==> config.mk <==
export PLATFORM = sky130hd
export DESIGN_NAME = nibble_serial_adder_flat
export DESIGN_NICKNAME = d
export VERILOG_FILES = /design/src/rtl/nibble_serial_adder_pkg.sv /design/src/rtl/nibble_serial_adder_if.sv /design/src/rtl/FA_4bit.sv /design/src/rtl/nibble_serial_adder.sv /design/src/flat_wrapper.sv
export SDC_FILE = /design/constraint.sdc
export NUM_CORES = 1
export LEC_CHECK = 0
export CAP_MARGIN = 30
export CORE_MARGIN = 1
export CORE_UTILIZATION = 44
export DETAILED_ROUTE_END_ITERATION = 10
export HOLD_SLACK_MARGIN = 0.05
export PLACE_DENSITY = 0.73
export REMOVE_ABC_BUFFERS = 1
export SLEW_MARGIN = 20
export SYNTH_ARGS = -nofsm -noshare
export SYNTH_HDL_FRONTEND = slang
export SYNTH_SLANG_ARGS = --single-unit
==> constraint.sdc <==
create_clock -name clk -period 3.6 [get_ports clk]
set_clock_uncertainty 0.05 [all_clocks]
set_input_delay 0.9 -clock clk [delete_from_list [all_inputs] [get_ports clk]]
set_output_delay 0.9 -clock clk [all_outputs]
set_load 0.02 [all_outputs]
==> src/rtl/nibble_serial_adder_pkg.sv <==
// nibble_serial_adder_pkg: shared state encodings and nibble width for the serial adder
package nibble_serial_adder_pkg;
  localparam int NIB = 4;
  typedef enum logic [1:0] {IDLE = 2'd0, RUN = 2'd1, DONE = 2'd2} state_t;
endpackage

==> src/rtl/nibble_serial_adder_if.sv <==
// nibble_serial_adder_if: start/busy/done operand bus; sub exists only with NSA_SUB_EN
interface nibble_serial_adder_if import nibble_serial_adder_pkg::*; #(parameter int WORDS = 4);
  logic start;
  logic [NIB*WORDS-1:0] a;
  logic [NIB*WORDS-1:0] b;
  logic cin;
`ifdef NSA_SUB_EN
  logic sub;
`endif
  logic busy;
  logic done;
  logic [NIB*WORDS-1:0] sum;
  logic cout;
  logic ovf;
  modport master(
`ifdef NSA_SUB_EN
    output sub,
`endif
    output start, a, b, cin,
    input busy, done, sum, cout, ovf
  );
  modport slave(
`ifdef NSA_SUB_EN
    input sub,
`endif
    input start, a, b, cin,
    output busy, done, sum, cout, ovf
  );
endinterface

==> src/rtl/FA_4bit.sv <==
// FA_4bit: 4-bit ripple-carry adder
module FA_4bit (
  input  logic [3:0] a,
  input  logic [3:0] b,
  input  logic       cin,
  output logic [3:0] sum,
  output logic       cout
);
  logic [4:0] c;
  assign c[0] = cin;
  for (genvar i = 0; i < 4; i++) begin : g_bit
    assign sum[i]   = a[i] ^ b[i] ^ c[i];
    assign c[i + 1] = (a[i] & b[i]) | (c[i] & (a[i] ^ b[i]));
  end
  assign cout = c[4];
endmodule

==> src/rtl/nibble_serial_adder.sv <==
// nibble_serial_adder: WORDS x 4-bit add over one shared FA_4bit, LSB nibble first.
// Define NSA_SUB_EN to add the sub port (A-B via inverted B and forced carry-in).
module nibble_serial_adder import nibble_serial_adder_pkg::*; #(
  parameter int WORDS = 4
) (
  input logic clk,
  input logic rst,
  nibble_serial_adder_if.slave bus
);
  localparam int W = NIB * WORDS;
  localparam logic [3:0] LAST = 4'(WORDS - 1);
  state_t state;
  logic [3:0] idx;
  logic carry, busy_r, done_r, cout_r, ovf_r;
  logic [W-1:0] a_reg, b_reg, sum_r;
  logic [NIB-1:0] an, bn, sn;
  logic co, accept;
`ifdef NSA_SUB_EN
  logic sub_reg;
  assign bn = b_reg[idx*NIB +: NIB] ^ {NIB{sub_reg}};
`else
  assign bn = b_reg[idx*NIB +: NIB];
`endif
  assign an = a_reg[idx*NIB +: NIB];
  assign accept = bus.start && state != RUN;
  FA_4bit u_fa (.a(an), .b(bn), .cin(carry), .sum(sn), .cout(co));
  always_ff @(posedge clk) begin
    if (rst) begin
      state  <= IDLE;
      idx    <= '0;
      carry  <= 1'b0;
      a_reg  <= '0;
      b_reg  <= '0;
      sum_r  <= '0;
      busy_r <= 1'b0;
      done_r <= 1'b0;
      cout_r <= 1'b0;
      ovf_r  <= 1'b0;
`ifdef NSA_SUB_EN
      sub_reg <= 1'b0;
`endif
    end else begin
      done_r <= 1'b0;
      if (accept) begin
        state  <= RUN;
        busy_r <= 1'b1;
        a_reg  <= bus.a;
        b_reg  <= bus.b;
        idx    <= '0;
        sum_r  <= '0;
`ifdef NSA_SUB_EN
        sub_reg <= bus.sub;
        carry   <= bus.sub | bus.cin;
`else
        carry <= bus.cin;
`endif
      end else if (state == RUN) begin
        sum_r[idx*NIB +: NIB] <= sn;
        carry <= co;
        if (idx == LAST) begin
          state  <= DONE;
          busy_r <= 1'b0;
          done_r <= 1'b1;
          cout_r <= co;
          ovf_r  <= an[NIB-1] ^ bn[NIB-1] ^ sn[NIB-1] ^ co;
        end else begin
          idx <= idx + 4'd1;
        end
      end else if (state == DONE) begin
        state <= IDLE;
      end
    end
  end
  assign bus.busy = busy_r;
  assign bus.done = done_r;
  assign bus.sum  = sum_r;
  assign bus.cout = cout_r;
  assign bus.ovf  = ovf_r;
endmodule

==> src/flat_wrapper.sv <==
// flat-port wrapper written by rule: the top's interface ports become plain ports
module nibble_serial_adder_flat import nibble_serial_adder_pkg::*;
#(
  parameter int WORDS = 4
)
  (clk, rst, bus_start, bus_a, bus_b, bus_cin, bus_busy, bus_done, bus_sum, bus_cout, bus_ovf);
  nibble_serial_adder_if #(.WORDS(WORDS)) bus_i ();
  input logic clk;
  input logic rst;
  input wire logic [$bits(bus_i.start)-1:0] bus_start;
  input wire logic [$bits(bus_i.a)-1:0] bus_a;
  input wire logic [$bits(bus_i.b)-1:0] bus_b;
  input wire logic [$bits(bus_i.cin)-1:0] bus_cin;
  output wire logic [$bits(bus_i.busy)-1:0] bus_busy;
  output wire logic [$bits(bus_i.done)-1:0] bus_done;
  output wire logic [$bits(bus_i.sum)-1:0] bus_sum;
  output wire logic [$bits(bus_i.cout)-1:0] bus_cout;
  output wire logic [$bits(bus_i.ovf)-1:0] bus_ovf;
  assign bus_i.start = bus_start;
  assign bus_i.a = bus_a;
  assign bus_i.b = bus_b;
  assign bus_i.cin = bus_cin;
  assign bus_busy = bus_i.busy;
  assign bus_done = bus_i.done;
  assign bus_sum = bus_i.sum;
  assign bus_cout = bus_i.cout;
  assign bus_ovf = bus_i.ovf;
  nibble_serial_adder #(.WORDS(WORDS)) u_core (.clk(clk), .rst(rst), .bus(bus_i));
endmodule
-- Word-level counts from Yosys, hierarchy flattened
Cells that the tools add are included.
- $add $sub $neg: 2
- multiply operators: 0
- div/mod/pow operators: 0
- order comparisons: 0
- eq/ne operators: 6
- shift operators: 4
- mux-type cells: 11
- bitwise operators: 25
- reductions and logical operators: 12
- operators by type and width (kind ; number):
    negation 6 -> 34 bit ; 1
    variable shift 4 x 34 -> 16 bit, first input constant ; 1
    indexed part select 4 x 34 -> 16 bit ; 1
    indexed part select 16 x 7 -> 4 bit ; 2
    bitwise mux 16 bit ; 1
    bitwise XOR 1 bit ; 10
    bitwise AND 1 bit ; 8
    AND reduction 2 bit ; 4
    2-to-1 mux 1 bit ; 7
    2-to-1 mux 2 bit ; 3
    nonzero test 2 bit ; 3
    adder 4 x 1 -> 4 bit, second input constant ; 1
    == test 4 x 2 -> 1 bit, second input constant ; 1
    bitwise OR 1 bit ; 4
    != test 3 x 2 -> 1 bit, second input constant ; 1
    inverter 1 bit ; 3
    AND reduction 3 bit ; 1
    nonzero test 3 bit ; 1
    OR reduction 3 bit ; 1
    == test 2 x 1 -> 1 bit, second input constant ; 1
    == test 2 bit, second input constant ; 1
    != test 2 x 1 -> 1 bit, second input constant ; 1
    != test 2 bit, second input constant ; 1
    OR reduction 2 bit ; 1
    logical AND 1 bit ; 1
- flip-flop bits (word level): 59
- bits in latches: 0
- RAM bits: 0
- memory bits (read-only): 0
- bits of input ports: 36
- output and inout bits: 20
- logic and storage cells: 71
- memories: 0

-- Longest topological paths before layout
- depth after elaboration: 12
- gate-level depth with buffers: 13
- depth with buffers taken out: 11

-- Hierarchy
Synthesis repeated with hierarchy kept, for this count alone.
- cell total of the unflattened synthesis: 241
- area, all modules: 2537.4 µm²
- modules (own cells, without submodules) (module ; times used ; cells an instance ; area each (µm²) ; sequential area each (µm²)):
    nibble_serial_adder ; 1 ; 227 ; 2419.8 ; 1181.1
    FA_4bit ; 1 ; 14 ; 117.6 ; 0.0

-- Worst setup path before layout
Ideal clock, no wire load.
- kind: register to register
- start: register u_core.idx[0]
- end: register u_core.ovf_r (netlist: u_core.bus.ovf)
- setup time: 0.070 ns
- arrival: 3.230 ns
- data required time: 3.480 ns
- slack: 0.249 ns
- stages on the path, launching flop included: 14
- path buffers: 2
- clock period less this slack: 3.351 ns
- path through: dfxtp_1 -> buf_2 -> buf_2 -> mux4_2 -> nand2_1 -> fa_1 -> fa_1 -> fa_1 -> inv_1 -> fa_1 -> xnor2_1 -> xnor2_1 -> nand2_1 -> a21oi_1
- word-level cells in the longest chain between the ends: 11
- elaborated cells between the ends (all ways): 23
- classes of those cells: eq/ne (1); shift (2); bitwise (19); reduce/logical (1)
- RTL lines (item ; RTL line ; text):
    start: declaration ; nibble_serial_adder.sv:13 ; logic [3:0] idx;
    start signal: assignment ; nibble_serial_adder.sv:67 ; idx <= idx + 4'd1;
    indexed part select 16 x 7 -> 4 bit (on tied branches) ; nibble_serial_adder.sv:24, nibble_serial_adder.sv:22 ;
    bitwise XOR 1 bit ; FA_4bit.sv:13 ; assign c[i + 1] = (a[i] & b[i]) | (c[i] & (a[i] ^ b[i]));
    bitwise AND 1 bit ; FA_4bit.sv:13 ;
    bitwise OR 1 bit ; FA_4bit.sv:13 ;
    bitwise AND 1 bit ; FA_4bit.sv:13 ;
    bitwise OR 1 bit ; FA_4bit.sv:13 ;
    bitwise AND 1 bit ; FA_4bit.sv:13 ;
    bitwise OR 1 bit ; FA_4bit.sv:13 ;
    bitwise XOR 1 bit / bitwise AND 1 bit (equally long branches) ; FA_4bit.sv:12, FA_4bit.sv:13 ;
    bitwise XOR 1 bit / bitwise OR 1 bit (equally long branches) ; nibble_serial_adder.sv:65, FA_4bit.sv:13 ;
    bitwise XOR 1 bit ; nibble_serial_adder.sv:65 ; ovf_r <= an[NIB-1] ^ bn[NIB-1] ^ sn[NIB-1] ^ co;
    end signal: assignment ; nibble_serial_adder.sv:65 ;
    end: declaration ; nibble_serial_adder.sv:14 ; logic carry, busy_r, done_r, cout_r, ovf_r;
Several ways; a longest one is shown, not always the timed one.
A chain may end at the register's enable or synchronous reset.

-- Final worst setup path
- start: register u_core.idx[1]
- end: register u_core.ovf_r (netlist: u_core.bus.ovf)
Same word-level chain as after synthesis.

==> results.md <==
- The flow ran to the end, and the final reports show no timing, DRC or antenna violations.
- The detailed router finished its first iteration with 199 violations.
- The number of antenna violations at the first check in global routing is 0.
- The first element of the critical path is u_core.idx[1]$_SDFFE_PP0P_.
- The port buffer count is 55.
- The required time at the worst-slack endpoint is 3810 ps.
- The iteration count of the initial detailed-routing pass is 4.
- VDD sags by at most 212.1 µV.
- On the worst path, the slowest cell contributes a delay of 540 ps.
- Data arrives at the worst endpoint at 3500 ps.
- Setup violations remaining at the end of the flow were counted as 0.
- After detailed routing, the average wire length per cell comes to 13.47 µm.
- The kind of start point of the critical path is a flop.
- The transition time of the tightest slew-check pin is 698.5 ps.
- The nature of the critical path endpoint is a flop.
- The post-CTS resize count is 0.
- The floorplan has 28 rows.
- For the worst flop-to-flop path, the logic depth is 11.
- The number of endpoints with negative hold slack in the final report is 0.
- Summed over its instances, the top area cell type makes up 43.64% of the synthesized netlist area.
- The I/O pin count is 56.
- The clock reaches the later pin of the worst-skew pair after 340 ps.
- The first global-routing pass estimated 10230 µm of wire.
- The die is 80.43 µm tall.
- The most used flip-flop cell after synthesis is sky130_fd_sc_hd__dfxtp_1.
- Of all nets on the critical path, the largest fanout is 10.
- The max-slew violation count is 0.
- The class of the worst hold path is reg2reg.
- The number of placed instances with taps included is 434.
- The endpoint of the worst hold-timing path is u_core.bus.sum[5]$_SDFFE_PP0P_.
- Counting flops and latches in the post-synthesis netlist gives 59.
- The cell at the root of the clock tree is sky130_fd_sc_hd__clkbuf_8.
- The number of hold-repair buffers added at the cts stage is 0.
- The ratio of routed vias to standard cells is 5.131.
- In this run, CTS created clock tree buffers numbering 9.
- The dominant cell by count in the synthesized netlist is sky130_fd_sc_hd__nand2_1.
- The power density over the cells is 412.1 mW/mm².
- The top cell family by delay on the critical path is adder cells.
- After clock tree synthesis, the clock-pin slew on the worst setup and hold paths is 70 ps.
- Entering global routing, the biggest net connects 34 pins.
- The clock tree buffer depth is 2.
- After global routing the overflow that remains totals 0.
- The final layout contains 416 nets.
- The depth of the CTS H-tree is 3.
- Setup repair after global routing left no endpoint under its margin.
- The fmax is 0.3044 GHz.
- The critical path class is reg2reg.
- For this design, the slowest cell found on the critical path is sky130_fd_sc_hd__dfxtp_1.
- The number of cells traversed by the worst hold path is 2.
- The placeable core region is 0.005921 mm².
- Counting the fill cells in the layout gives 545.
- The headroom to the max-slew limit is 53.26%.
- At the placement stage, the worst setup path has a slack of 334.0 ps.
- The clock drives 59 sinks.
- The average size of a mapped cell is 8.592 µm².
- By area the synthesized netlist is led by sky130_fd_sc_hd__dfxtp_1, sky130_fd_sc_hd__nand2_1, sky130_fd_sc_hd__a21oi_1.
- The floorplan step set the die width to 80.43 µm.
- Once the floorplan was initialized, standard cells occupied 45.71% of the core.
- After routing, the total negative slack on setup checks comes to 0 ps.
- The final route contains 2309 vias.
- The cell area that synthesis handed to floorplanning was 0.002706 mm².
- The CTS tree is yes.
- Walking the worst path, the cells encountered are mux4_2, nand2_1, fa_1, fa_1, fa_1, inv_1, fa_1, xnor2_1, xnor2_1, nand2_1, a21oi_1.
- After detailed routing, the number of remaining DRC violations is 0.
- The count of flip-flops with a built-in enable after synthesis is 0.
- The filler-free cell count of the finished design is 450.
- The tool flagged a number of max-cap violations equal to 0.
- The Yosys step of the flow raised 0 warnings.
- The worst register-to-register path begins at u_core.idx[1]$_SDFFE_PP0P_.
- The total global routing track utilization is 21.11%.
- The reg2reg setup slack is 310 ps.
- The sequential area share after synthesis is 43.64%.
- The post-CTS repair timing setup buffer count is 0.
- The via count of the first global-routing pass is 2171.
- The endpoint of the worst register-to-register path is u_core.bus.ovf$_SDFFE_PP0P_.
- The final worst setup slack is 315.0 ps.
- 0 antenna diodes ended up in the layout.
- The cell with the most instances on the worst path is sky130_fd_sc_hd__fa_1.
- For this design the static power due to leakage is 1.267 nW.
- In this run the remaining antenna-violating nets after routing total 0.
- In the finished design, the share of the clock period the worst path needs comes to 91.25%.
- The startpoint identified for the worst hold timing path is u_core.bus.sum[5]$_SDFFE_PP0P_.
- The area growth from synthesis to layout is 30.19%.
- The clock period minus final worst setup slack is 3285 ps.
- Together, buffers and inverters on the worst path number 1.
- Of the cells placed in the final design, the portion with a size suffix greater than 1 is 11.20%.
- At the end of routability-driven placement, the weighted congestion stood at 0.8098.
- The floorplan step defined a die boundary enclosing 0.006468 mm².
- The final layout contains routed wiring with a total length of 6061 µm.
- The HPWL after detailed placement is 4379 µm.
- In the synthesized netlist, the number of instances is 315.
- The commonest cells after synthesis are sky130_fd_sc_hd__nand2_1, sky130_fd_sc_hd__dfxtp_1, sky130_fd_sc_hd__a21oi_1, sky130_fd_sc_hd__clkbuf_1, sky130_fd_sc_hd__nor2_1.
- The cell type with the largest total area after synthesis is sky130_fd_sc_hd__dfxtp_1.
- The distinct cell type count after synthesis is 33.
- In the synthesized netlist the async set-or-reset flop fraction comes to 0%.
[tightest hold or removal path: stages (launching register included)]
cell	delay (ps)
sky130_fd_sc_hd__dfxtp_1	310
sky130_fd_sc_hd__nand2_1	50
sky130_fd_sc_hd__a21oi_1	50
[per-layer routing]
metal  global-route usage [%]  wire [µm]  up-vias
met2                    32.29       2897       66
met5                        0          0        -
met4                    9.464        148        0
li1                         -          -     1164
met1                    27.87       2760     1065
met3                    5.341        255       14
[metrics by stage]
step / instance area, µm² / power, mW / hold slack [ps] / utilization [%]
after global placement: 3343 / 0.9210 / 390.0 / 56.47
after detailed placement: 3343 / 0.9254 / 394.2 / 56.47
after floorplan: 2629 / 0.8312 / 377.1 / -
after global routing: 3523 / 1.525 / 419.2 / 59.51
final: 3523 / 1.452 / 403.9 / 59.51
after CTS: 3523 / 1.463 / 408.3 / 59.51
[worst max-delay path by stage]
stage,endpoint,slack [ps],cells after the start
floorplan,u_core.bus.ovf$_SDFFE_PP0P_,180,11
global route,u_core.bus.ovf$_SDFFE_PP0P_,150,11
global placement,u_core.bus.ovf$_SDFFE_PP0P_,380,11
detailed placement,u_core.bus.ovf$_SDFFE_PP0P_,330,11
finish,u_core.bus.ovf$_SDFFE_PP0P_,310,11
CTS,u_core.bus.ovf$_SDFFE_PP0P_,320,11
[cell families after synthesis]
group | count (synthesis) | synth area share [%]
AOI/OAI and AO/OA | 51 | 11.05
xor gates and xnor gates | 5 | 1.618
buffers and inverters | 30 | 4.253
adders and majority gates | 10 | 5.733
and+or+nand+nor | 139 | 22.24
DFF | 59 | 43.64
muxes | 21 | 11.47
[report_power, final]
group	internal (mW)	leakage, nW	switching, mW
logic	0.104	0.698	0.112
registers	0.680	0.481	0.0146
clock network	0.285	0.0884	0.257
[cells in the final DEF (no fill, tap or decap), types with 9 or more instances in the layout]
cell                              instances
sky130_fd_sc_hd__mux2i_1                 13
sky130_fd_sc_hd__nor2_1                  15
sky130_fd_sc_hd__clkbuf_8                11
sky130_fd_sc_hd__inv_1                   10
sky130_fd_sc_hd__nand2_1                 93
sky130_fd_sc_hd__clkdlybuf4s50_1         55
sky130_fd_sc_hd__dfxtp_1                 59
sky130_fd_sc_hd__a21oi_1                 42
sky130_fd_sc_hd__buf_4                    9
[layout make-up]
cell class	count	area, µm²	area share (%)
clock buffers	12	155.1	4.403
clock inverters	4	25.02	0.7102
inverters	10	37.54	1.065
multi-input cells	226	1413	40.09
flip-flops and latches	59	1181	33.52
well taps	75	93.84	2.663
repair buffers	64	618.1	17.54
Note: power is estimated with default switching activity, not from simulation.
